### src/rtl/rf_ctrl_pkg.sv
// Shared widths and enums for the register-file write-port sequencer.
package rf_ctrl_pkg;
  localparam int REG_AW   = 5;
  localparam int DATA_W   = 32;
  localparam int NUM_REGS = 32;

  typedef enum logic {COUNT = 1'b0, CAPTURE = 1'b1} scan_state_e;
  typedef enum logic {REQ_WB = 1'b0, REQ_DBG = 1'b1} req_id_e;
endpackage

### src/rtl/rr_arb2.sv
// Two-way round-robin arbiter; grant bit index matches req_id_e.
module rr_arb2
  import rf_ctrl_pkg::*;
(
  input  logic       clk,
  input  logic       rstn,
  input  logic [1:0] req,
  input  logic       advance,
  output logic [1:0] grant
);

  req_id_e rr_last;

  always_comb begin
    grant = 2'b00;
    case (req)
      2'b01:   grant = 2'b01;
      2'b10:   grant = 2'b10;
      // tie goes to whoever was not granted last
      2'b11:   grant = (rr_last == REQ_WB) ? 2'b10 : 2'b01;
      default: grant = 2'b00;
    endcase
  end

  always_ff @(posedge clk) begin
    if (!rstn)                   rr_last <= REQ_WB;
    else if (advance && |grant)  rr_last <= grant[1] ? REQ_DBG : REQ_WB;
  end

endmodule

### src/rtl/rf_access_ctrl.sv
// Shares the register-file write port between CPU writeback and debug writes,
// and scans the spare read port into the 7-segment display capture registers.
module rf_access_ctrl
  import rf_ctrl_pkg::*;
#(
  parameter int SCAN_DIV = 25_000_000,
  parameter int CNT_W    = $clog2(SCAN_DIV)
) (
  input  logic              clk,
  input  logic              rstn,
  input  logic              freeze,
  input  logic              wb_valid,
  output logic              wb_ready,
  input  logic [REG_AW-1:0] wb_addr,
  input  logic [DATA_W-1:0] wb_data,
  input  logic              dbg_valid,
  output logic              dbg_ready,
  input  logic [REG_AW-1:0] dbg_addr,
  input  logic [DATA_W-1:0] dbg_data,
  output logic              rf_we,
  output logic [REG_AW-1:0] rf_wa,
  output logic [DATA_W-1:0] rf_wd,
  output logic [REG_AW-1:0] rf_ra,
  input  logic [DATA_W-1:0] rf_rd,
  input  logic              scan_en,
  output logic [REG_AW-1:0] disp_addr,
  output logic [DATA_W-1:0] disp_data,
  output logic              disp_stb
);

  logic [1:0]        req, grant;
  logic              xfer;
  logic [REG_AW-1:0] sel_addr;
  logic [DATA_W-1:0] sel_data;
  scan_state_e       state;
  logic [CNT_W-1:0]  div;

  assign req = {dbg_valid, wb_valid & ~freeze};

  rr_arb2 u_arb (
    .clk     (clk),
    .rstn    (rstn),
    .req     (req),
    .advance (xfer),
    .grant   (grant)
  );

  assign wb_ready  = rstn & grant[0];
  assign dbg_ready = rstn & grant[1];
  assign xfer      = wb_ready | dbg_ready;
  assign sel_addr  = wb_ready ? wb_addr : dbg_addr;
  assign sel_data  = wb_ready ? wb_data : dbg_data;

  // x0 transfers complete the handshake but never reach the register file
  always_ff @(posedge clk) begin
    if (!rstn) begin
      rf_we <= 1'b0;
      rf_wa <= '0;
      rf_wd <= '0;
    end else if (xfer && sel_addr != '0) begin
      rf_we <= 1'b1;
      rf_wa <= sel_addr;
      rf_wd <= sel_data;
    end else begin
      rf_we <= 1'b0;
    end
  end

  always_ff @(posedge clk) begin
    if (!rstn) begin
      state     <= COUNT;
      div       <= '0;
      rf_ra     <= '0;
      disp_addr <= '0;
      disp_data <= '0;
      disp_stb  <= 1'b0;
    end else begin
      disp_stb <= 1'b0;
      case (state)
        COUNT: if (scan_en) begin
          if (div == CNT_W'(SCAN_DIV - 1)) begin
            div   <= '0;
            state <= CAPTURE;
          end else begin
            div <= div + 1'b1;
          end
        end
        default: begin
          disp_addr <= rf_ra;
          // a write issued last cycle is not yet visible on rf_rd
          disp_data <= (rf_we && rf_wa == rf_ra) ? rf_wd : rf_rd;
          disp_stb  <= 1'b1;
          rf_ra     <= rf_ra + 1'b1;
          state     <= COUNT;
        end
      endcase
    end
  end

endmodule

### config.mk
export PLATFORM = sky130hd
export DESIGN_NAME = rf_access_ctrl
export DESIGN_NICKNAME = d
export VERILOG_FILES = /design/src/rtl/rf_ctrl_pkg.sv /design/src/rtl/rr_arb2.sv /design/src/rtl/rf_access_ctrl.sv
export SDC_FILE = /design/constraint.sdc
export NUM_CORES = 1
export LEC_CHECK = 0
export CAP_MARGIN = 20
export CORE_ASPECT_RATIO = 1.2
export CORE_UTILIZATION = 45
export CTS_BUF_LIST = sky130_fd_sc_hd__clkbuf_8
export DETAILED_ROUTE_END_ITERATION = 8
export GPL_TIMING_DRIVEN = 0
export PLACE_DENSITY = 0.83
export SLEW_MARGIN = 20
export SYNTH_ARGS = -nofsm -noshare
export SYNTH_HDL_FRONTEND = slang
export SYNTH_SLANG_ARGS = --single-unit
### constraint.sdc
create_clock -name clk -period 2.3 [get_ports clk]
set_input_delay 0.46 -clock clk [delete_from_list [all_inputs] [get_ports clk]]
set_output_delay 0.46 -clock clk [all_outputs]
set_load 0.02 [all_outputs]
After elaboration in Yosys (flattened, before gate mapping)
Index checks and enable logic that the tools add are counted.

storage, ports and cells
  bits in writable memories = 0
  ROM bits = 0
  bits of input ports = 112
  bits in latches = 0
  word-level logic and storage cells = 42
  register bits after elaboration = 108
  memories = 0
  output and inout bits = 83

cells by class
  equal/unequal tests = 5
  bitwise logic cells = 8
  mux-type cells = 10
  reductions and logical operators = 7
  multipliers = 0
  add/sub/neg operators = 2
  shifts and indexed selects = 0
  order comparisons = 0
  div/mod/pow operators = 0

operators by type and width
  kind                     number
  $mux W32                 2
  $add A25 B1 Y25 const B  1
  $eq A25 B25 Y1 const B   1
  $mux W25                 1
  $pmux W2 S3              1
  $add A5 B1 Y5 const B    1
  $eq A5 B5 Y1             1
  $mux W5                  1
  $reduce_bool A5 Y1       1
  $eq A2 B2 Y1 const B     2
  $mux W1                  4
  $not A1 Y1               4
  $and A1 B1 Y1            3
  $logic_and A1 B1 Y1      3
  $reduce_or A3 Y1         1
  $eq A2 B1 Y1 const B     1
  $mux W2                  1
  $reduce_and A2 Y1        1
  $reduce_or A2 Y1         1
  $or A1 B1 Y1             1

Depth between registers and ports, before layout
Gate-level depths: netlist of the first run.

  depth after elaboration = 9
  depth in mapped cells = 7

Modules after synthesis
A second synthesis of the first run with hierarchy kept.

unflattened totals
  cell total of the unflattened synthesis = 581
  area total of the unflattened synthesis = 5216.3 µm²

modules (own cells, without submodules)
  module          area an instance (µm²)  instances  cells each
  rf_access_ctrl  5154.9                  1          574
  rr_arb2         61.3                    1          7

Worst setup path after synthesis of the first run
Ideal clock, no wire load.

  kind = input-to-reg
  start = input port dbg_addr[3]
  end = register rf_wd[28]
  setup slack = 420 ps
  cell stages on the path = 5
  buffers on the path = 1
  arrival = 1809 ps
  path through = or4_1 -> o2111ai_2 -> buf_2 -> o211ai_1 -> a21oi_1

between the ends
  longest elaborated chain between the ends = 3

RTL lines
  what                    line                  source
  start: declaration      rf_access_ctrl.sv:18  input logic [REG_AW-1:0] dbg_addr,
  $mux W5                 rf_access_ctrl.sv:51  assign sel_addr = wb_ready ? wb_addr : dbg_addr;
  $reduce_bool A5 Y1      rf_access_ctrl.sv:60  end else if (xfer && sel_addr != '0) begin
  $logic_and A1 B1 Y1     rf_access_ctrl.sv:60
  end signal: assignment  rf_access_ctrl.sv:63  rf_wd <= sel_data;
  end: declaration        rf_access_ctrl.sv:22  output logic [DATA_W-1:0] rf_wd,

No other way between the ends.
A chain may end at the register's enable or synchronous reset.

Worst setup path after layout of the first run
  start = input port dbg_addr[0]
  end = register rf_wd[19]

Same word-level chain as after synthesis.

==> run summary, run 1 <==
Run status -> finished clean
Number of enable flip-flop cells after synthesis -> 0
First-pass iteration count of the detailed router -> 7
Post-detailed-route wirelength per cell -> 18.8 µm
Max_cap viols -> 0
CP Max Fanout -> 10
Final HPWL DP -> 13100 µm
Grt ovf -> 0
Post-CTS setup repair buffer count -> 0
I/O pin total -> 195
Routed WL -> 17200 µm
DRC viols -> 0
Worst IR drop on VDD -> 290 µV
Number of vias per cell -> 6.17
GPL Wtd Cong -> 0.893
Number of rows in the core area -> 41
Wire length of the first global-routing pass -> 26700 µm
Number of design-rule violations left by the first detailed-router iteration -> 434
Maximum clock frequency -> 447 MHz
GRT Resource Usage Total -> 29.6%
Layout Nets -> 898
Synth Area per Inst -> 8.50 µm²
Largest buffer count on any clock path -> 2
Post-Syn Instances -> 579
Class of the tightest hold or removal check -> reg -> reg
Number of global-route vias before repair -> 5459
Post-synth cell types -> 42
Total Negative Setup Slacks -> 0 ns
Root buffer cell -> sky130_fd_sc_hd__clkbuf_8
Setup repair after global routing missed its margin -> no
Area grow syn2layout -> 47.2%
Number of antenna diodes -> 0
Cell leakage power -> 2.29 nW
Endpoint arrival time on the critical path -> 2.49 ns
Number of hold-slack violations in the final timing report -> 0
Clock tree from TritonCTS -> built
Synthesized cell area -> 0.00492 mm²
Number of buffers created by CTS -> 9
Yosys warnings -> 0
Number of clock sinks seen by CTS -> 108
Vertical die dimension -> 117 µm
Detailed-route via count -> 5660
Sequential fraction of the synthesis area -> 43.9%
Number of fill cells -> 857
Endpoint required time on the critical path -> 2.55 ns
CTS clk-pin slew, worst paths -> 0.10 ns
Final core occ -> 68.6%
Setup clock skew after layout -> 0.0134 ns
Worst path setup slack after routing -> 0.0607 ns
Maximum level of the CTS H-tree -> 3
Worst-case headroom to the max-slew limit -> 53.5%
Power density relative to cell area -> 532 mW/mm²
Final setup violation count -> 0
Worst-skew pair later-pin latency -> 0.38 ns
Async set or reset register ratio after synthesis -> 0%
Largest net degree at the start of global routing -> 17
Power consumption -> 3.85 mW
CP Capture Type -> register
Number of synthesized register bits -> 108
Clock period minus worst slack -> 2.24 ns
Number of nets produced by synthesis -> 693
Antenna Violating Nets Remaining -> 0
Post-synth top flop -> sky130_fd_sc_hd__dfxtp_1
Die X-Extent -> 97.5 µm
# port buffers -> 194
Worst Setup Start Kind -> input pin
Final period util -> 97.4%
Die Outline Area -> 0.0114 mm²
Share of final-layout standard cells stronger than drive strength 1 -> 4.18%
Final count of pins violating max slew -> 0
Placed cell count -> 902
Starting density of the core -> 46.6%
Worst setup timing slack at the placement stage -> -0.604 ns
Type of the worst setup path -> in -> reg
Non-Filler Instances -> 918
Slew at the pin with the worst max-slew slack -> 0.698 ns
Std-Cell Core Area -> 0.0106 mm²
Antenna violations before repair -> 0
-- cell usage in the layout, fill, tap and decap left out, types with 7 or more instances in the layout --
cell and n:
sky130_fd_sc_hd__a21oi_1 51, sky130_fd_sc_hd__a31oi_1 33, sky130_fd_sc_hd__a32oi_1 32, sky130_fd_sc_hd__clkbuf_1 48, sky130_fd_sc_hd__clkbuf_8 11, sky130_fd_sc_hd__clkdlybuf4s50_1 192
sky130_fd_sc_hd__dfxtp_1 108, sky130_fd_sc_hd__mux2i_1 7, sky130_fd_sc_hd__nand2_1 18, sky130_fd_sc_hd__nand3_1 42, sky130_fd_sc_hd__nand4_1 10, sky130_fd_sc_hd__nor2_1 21
sky130_fd_sc_hd__o211ai_1 36, sky130_fd_sc_hd__o21ai_0 73, sky130_fd_sc_hd__o31ai_1 7, sky130_fd_sc_hd__or3_1 7, sky130_fd_sc_hd__or4_1 11, sky130_fd_sc_hd__xnor2_1 10
sky130_fd_sc_hd__xor2_1 7
-- power by group --
group	switching (mW)	total [mW]	internal, mW
Combinational	0.354	0.688	0.334
Sequential	0.0506	1.97	1.92
Clock	0.639	1.20	0.556
Total	1.04	3.85	2.81
-- state kept, by name, summed over array words and instances, names as in the netlist --
signal / cells
rf_wd: 32
disp_addr: 5
state: 1
div: 25
rf_ra: 5
u_arb.rr_last: 1
disp_data: 32
rf_we: 1
rf_wa: 5
disp_stb: 1
-- metal layers --
| layer | routed length (µm) | global-route usage (%) |
|---|---|---|
| met5 | 0 | 0 |
| met4 | 533 | 13.5 |
| met3 | 1430 | 6.34 |
| met1 | 6260 | 34.0 |
| met2 | 8990 | 53.0 |
-- cells in the mapped netlist (8+ instances only) --
library cell	count	area [µm²]
sky130_fd_sc_hd__o211ai_1	36	270
sky130_fd_sc_hd__nand4_1	10	62.6
sky130_fd_sc_hd__a21oi_1	51	255
sky130_fd_sc_hd__or4_1	11	82.6
sky130_fd_sc_hd__xnor2_1	10	87.6
sky130_fd_sc_hd__clkbuf_1	54	203
sky130_fd_sc_hd__nand2_1	18	67.6
sky130_fd_sc_hd__nand3_1	42	210
sky130_fd_sc_hd__a32oi_1	32	280
sky130_fd_sc_hd__a31oi_1	33	206
sky130_fd_sc_hd__nor2_1	21	78.8
sky130_fd_sc_hd__dfxtp_1	108	2160
sky130_fd_sc_hd__o21ai_0	73	365
sky130_fd_sc_hd__o31ai_1	8	60.1
-- logic make-up (layout without fill, tap and decap cells) --
kind of cell | count (synthesis) | in the layout | synth area share [%]
AO/OA/AOI/OAI | 243 | 243 | 31.0
XOR/XNOR | 17 | 17 | 3.03
adder cells (fa/ha/maj) | 2 | 2 | 0.508
buffers and inverters | 66 | 276 | 5.14
flip-flops | 108 | 108 | 43.9
multiplexers | 7 | 7 | 1.42
AND/OR/NAND/NOR | 136 | 136 | 15.0
-- metrics by stage --
step | hold WS (ns) | cell area (µm²)
floorplan | 0.447 | 4920
global placement | 0.469 | 7020
detailed placement | 0.486 | 7020
CTS | 0.502 | 7230
global route | 0.539 | 7240
finish | 0.507 | 7240
-- layout make-up --
cell class / instances / area (µm²) / area share, %
Clock inverter: 5 / 51.3 / 0.708
Inverter: 6 / 22.5 / 0.311
Buffer: 60 / 240 / 3.32
Sequential cell: 108 / 2160 / 29.8
Multi-Input combinational cell: 405 / 2520 / 34.8
Timing Repair Buffer: 194 / 1930 / 26.7
Tap cell: 129 / 161 / 2.23
Clock buffer: 11 / 151 / 2.09
-- critical path, stage by stage --
cell	delay, ns
sky130_fd_sc_hd__clkdlybuf4s50_1	0.45
sky130_fd_sc_hd__or4_1	0.61
sky130_fd_sc_hd__o2111a_2	0.35
sky130_fd_sc_hd__clkbuf_1	0.25
sky130_fd_sc_hd__a32oi_1	0.26
sky130_fd_sc_hd__a21oi_1	0.11
-- timing repair --
item / CTS / global route
hold buffers: 0 / 0
resized for setup: 9 / 13
hold endpoints to repair: 0 / 0
setup endpoints to repair: 12 / 41
cloned: 0 / 0
-- worst paths after layout --
path | start | to | slack, ns | depth (start not counted)
hold / removal | disp_addr[3] | disp_addr[3] | 0.51 | 2
setup reg to reg | state | div[19] | 0.21 | 5
hold reg to reg | disp_addr[3] | disp_addr[3] | 0.51 | 2
setup / recovery | dbg_addr[0] | rf_wd[19] | 0.06 | 6
(Power assumes the default switching activity.)
==> inputs of run 2 (changes only) <==
SKIP_CTS_REPAIR_TIMING = 1   (was unset)
==> run summary, run 2 (same netlist as run 1, synthesis figures left out) <==
Vertical die dimension -> 117 µm
Final core occ -> 68.5%
Maximum clock frequency -> 448 MHz
Final HPWL DP -> 13100 µm
DRC viols -> 0
Area grow syn2layout -> 47.0%
Final count of pins violating max slew -> 0
Number of vias per cell -> 6.19
Antenna violations before repair -> 0
Placed cell count -> 902
Final period util -> 97.0%
Clock period minus worst slack -> 2.23 ns
Number of design-rule violations left by the first detailed-router iteration -> 432
Root buffer cell -> sky130_fd_sc_hd__clkbuf_8
Grt ovf -> 0
Std-Cell Core Area -> 0.0106 mm²
Endpoint arrival time on the critical path -> 2.49 ns
Die X-Extent -> 97.5 µm
Non-Filler Instances -> 917
Worst IR drop on VDD -> 293 µV
Largest net degree at the start of global routing -> 17
Die Outline Area -> 0.0114 mm²
Reg2reg path depth -> 5
GPL Wtd Cong -> 0.893
Final setup violation count -> 0
Slew at the pin with the worst max-slew slack -> 0.701 ns
Placed inst area -> 0.00702 mm²
Setup repair after global routing missed its margin -> no
GRT Resource Usage Total -> 29.6%
First-pass iteration count of the detailed router -> 5
Wire length of the first global-routing pass -> 26600 µm
Routed WL -> 17200 µm
Endpoint required time on the critical path -> 2.56 ns
Cell leakage power -> 2.29 nW
Largest buffer count on any clock path -> 2
Post-detailed-route wirelength per cell -> 18.8 µm
Power consumption -> 3.85 mW
Worst R2R Start -> state
Worst-case headroom to the max-slew limit -> 53.3%
Detailed-route via count -> 5674
CTS clk-pin slew, worst paths -> 0.10 ns
Antenna Violating Nets Remaining -> 0
Number of rows in the core area -> 41
Setup clock skew after layout -> 0.0109 ns
Critical Path Source -> dbg_addr[0]
Layout Nets -> 897
Endpoint of the worst setup timing path -> rf_wd[19]
Number of antenna diodes -> 0
Number of buffers created by CTS -> 9
Design Area, Final -> 0.00724 mm²
Worst hold slack -> 0.504 ns
Critical register-to-register path endpoint -> div[19]
Share of final-layout standard cells stronger than drive strength 1 -> 4.06%
Largest registers -> disp_data: 32 flops, rf_wd: 32 flops, div: 25 flops
Class of the tightest hold or removal check -> reg -> reg
Worst-skew pair later-pin latency -> 0.38 ns
Max_cap viols -> 0
Reg2Reg Setup Slack -> 0.22 ns
I/O pin total -> 195
Number of clock sinks seen by CTS -> 108
CP Max Fanout -> 10
Commonest non-fill, non-tap cell in the layout -> sky130_fd_sc_hd__clkdlybuf4s50_1
# port buffers -> 194
Maximum level of the CTS H-tree -> 3
Starting density of the core -> 46.6%
CP Capture Type -> register
Number of hold-slack violations in the final timing report -> 0
Power density relative to cell area -> 533 mW/mm²
Type of the worst setup path -> in -> reg
Clock tree from TritonCTS -> built
Leading cell types in the layout, fill and taps excluded -> 192 x sky130_fd_sc_hd__clkdlybuf4s50_1, 108 x sky130_fd_sc_hd__dfxtp_1, 73 x sky130_fd_sc_hd__o21ai_0
Number of fill cells -> 859
Run status -> finished clean
Number of global-route vias before repair -> 5439
Worst Setup Start Kind -> input pin
==> run 2: cell count changes in the layout (fill, tap and decap cells not counted) <==
cell,change
sky130_fd_sc_hd__clkbuf_2,+1
sky130_fd_sc_hd__o31ai_2,-1
sky130_fd_sc_hd__buf_2,-1
sky130_fd_sc_hd__clkbuf_1,-1
sky130_fd_sc_hd__o31ai_1,+1
==> run 2: how the worst min path moves through the flow <==
stage               startpoint            end  cells past startpoint  slack [ns]
CTS                  rf_wd[20]  disp_data[20]                      2        0.50
global route           div[24]        div[24]                      2        0.54
detailed placement     div[24]        div[24]                      2        0.49
global placement       div[24]        div[24]                      2        0.47
floorplan              div[24]        div[24]                      2        0.45
finish               rf_wd[20]  disp_data[20]                      2        0.50
==> run 2: area by class of cell <==
| type | instances | area, µm² | area share, % |
|---|---|---|---|
| Multi-Input combinational cell | 405 | 2520 | 34.8 |
| Sequential cell | 108 | 2160 | 29.9 |
| Timing Repair Buffer | 194 | 1930 | 26.7 |
| Buffer | 59 | 236 | 3.27 |
| Tap cell | 129 | 161 | 2.23 |
| Clock buffer | 11 | 151 | 2.09 |
| Clock inverter | 5 | 51.3 | 0.709 |
| Inverter | 6 | 22.5 | 0.311 |
==> run 2: power by group <==
part,internal [mW],total (mW),leakage (nW),switching (mW)
clock,0.556,1.20,0.107,0.643
combinational,0.333,0.688,1.31,0.354
sequential,1.92,1.97,0.876,0.0506
total,2.81,3.85,2.29,1.05
==> run 2: critical path: stages <==
cell and delay, ns:
sky130_fd_sc_hd__clkdlybuf4s50_1 0.44, sky130_fd_sc_hd__or4_1 0.61, sky130_fd_sc_hd__o2111a_2 0.35, sky130_fd_sc_hd__clkbuf_1 0.26, sky130_fd_sc_hd__a32oi_1 0.26, sky130_fd_sc_hd__a21oi_1 0.11
==> run 2: layer usage <==
metal  routed length, µm  track usage [%]
met5                   0                0
met3                1350             6.28
met2                8930             53.1
met1                6360             34.1
met4                 588             13.0
==> run 2: through the flow <==
stage	worst slack, ns	TNS, ns
after detailed placement	-0.604	-18.56
after floorplan	0.420	0
after global routing	0.00382	0
after global placement	-0.619	-15.45
after CTS	-0.618	-1.18
final	0.0697	0
==> inputs of run 3 (changes only) <==
CORE_MARGIN = 1   (was unset)
==> results of run 3 <==
Final layout, timing and power as in run 2 (identical DEF).
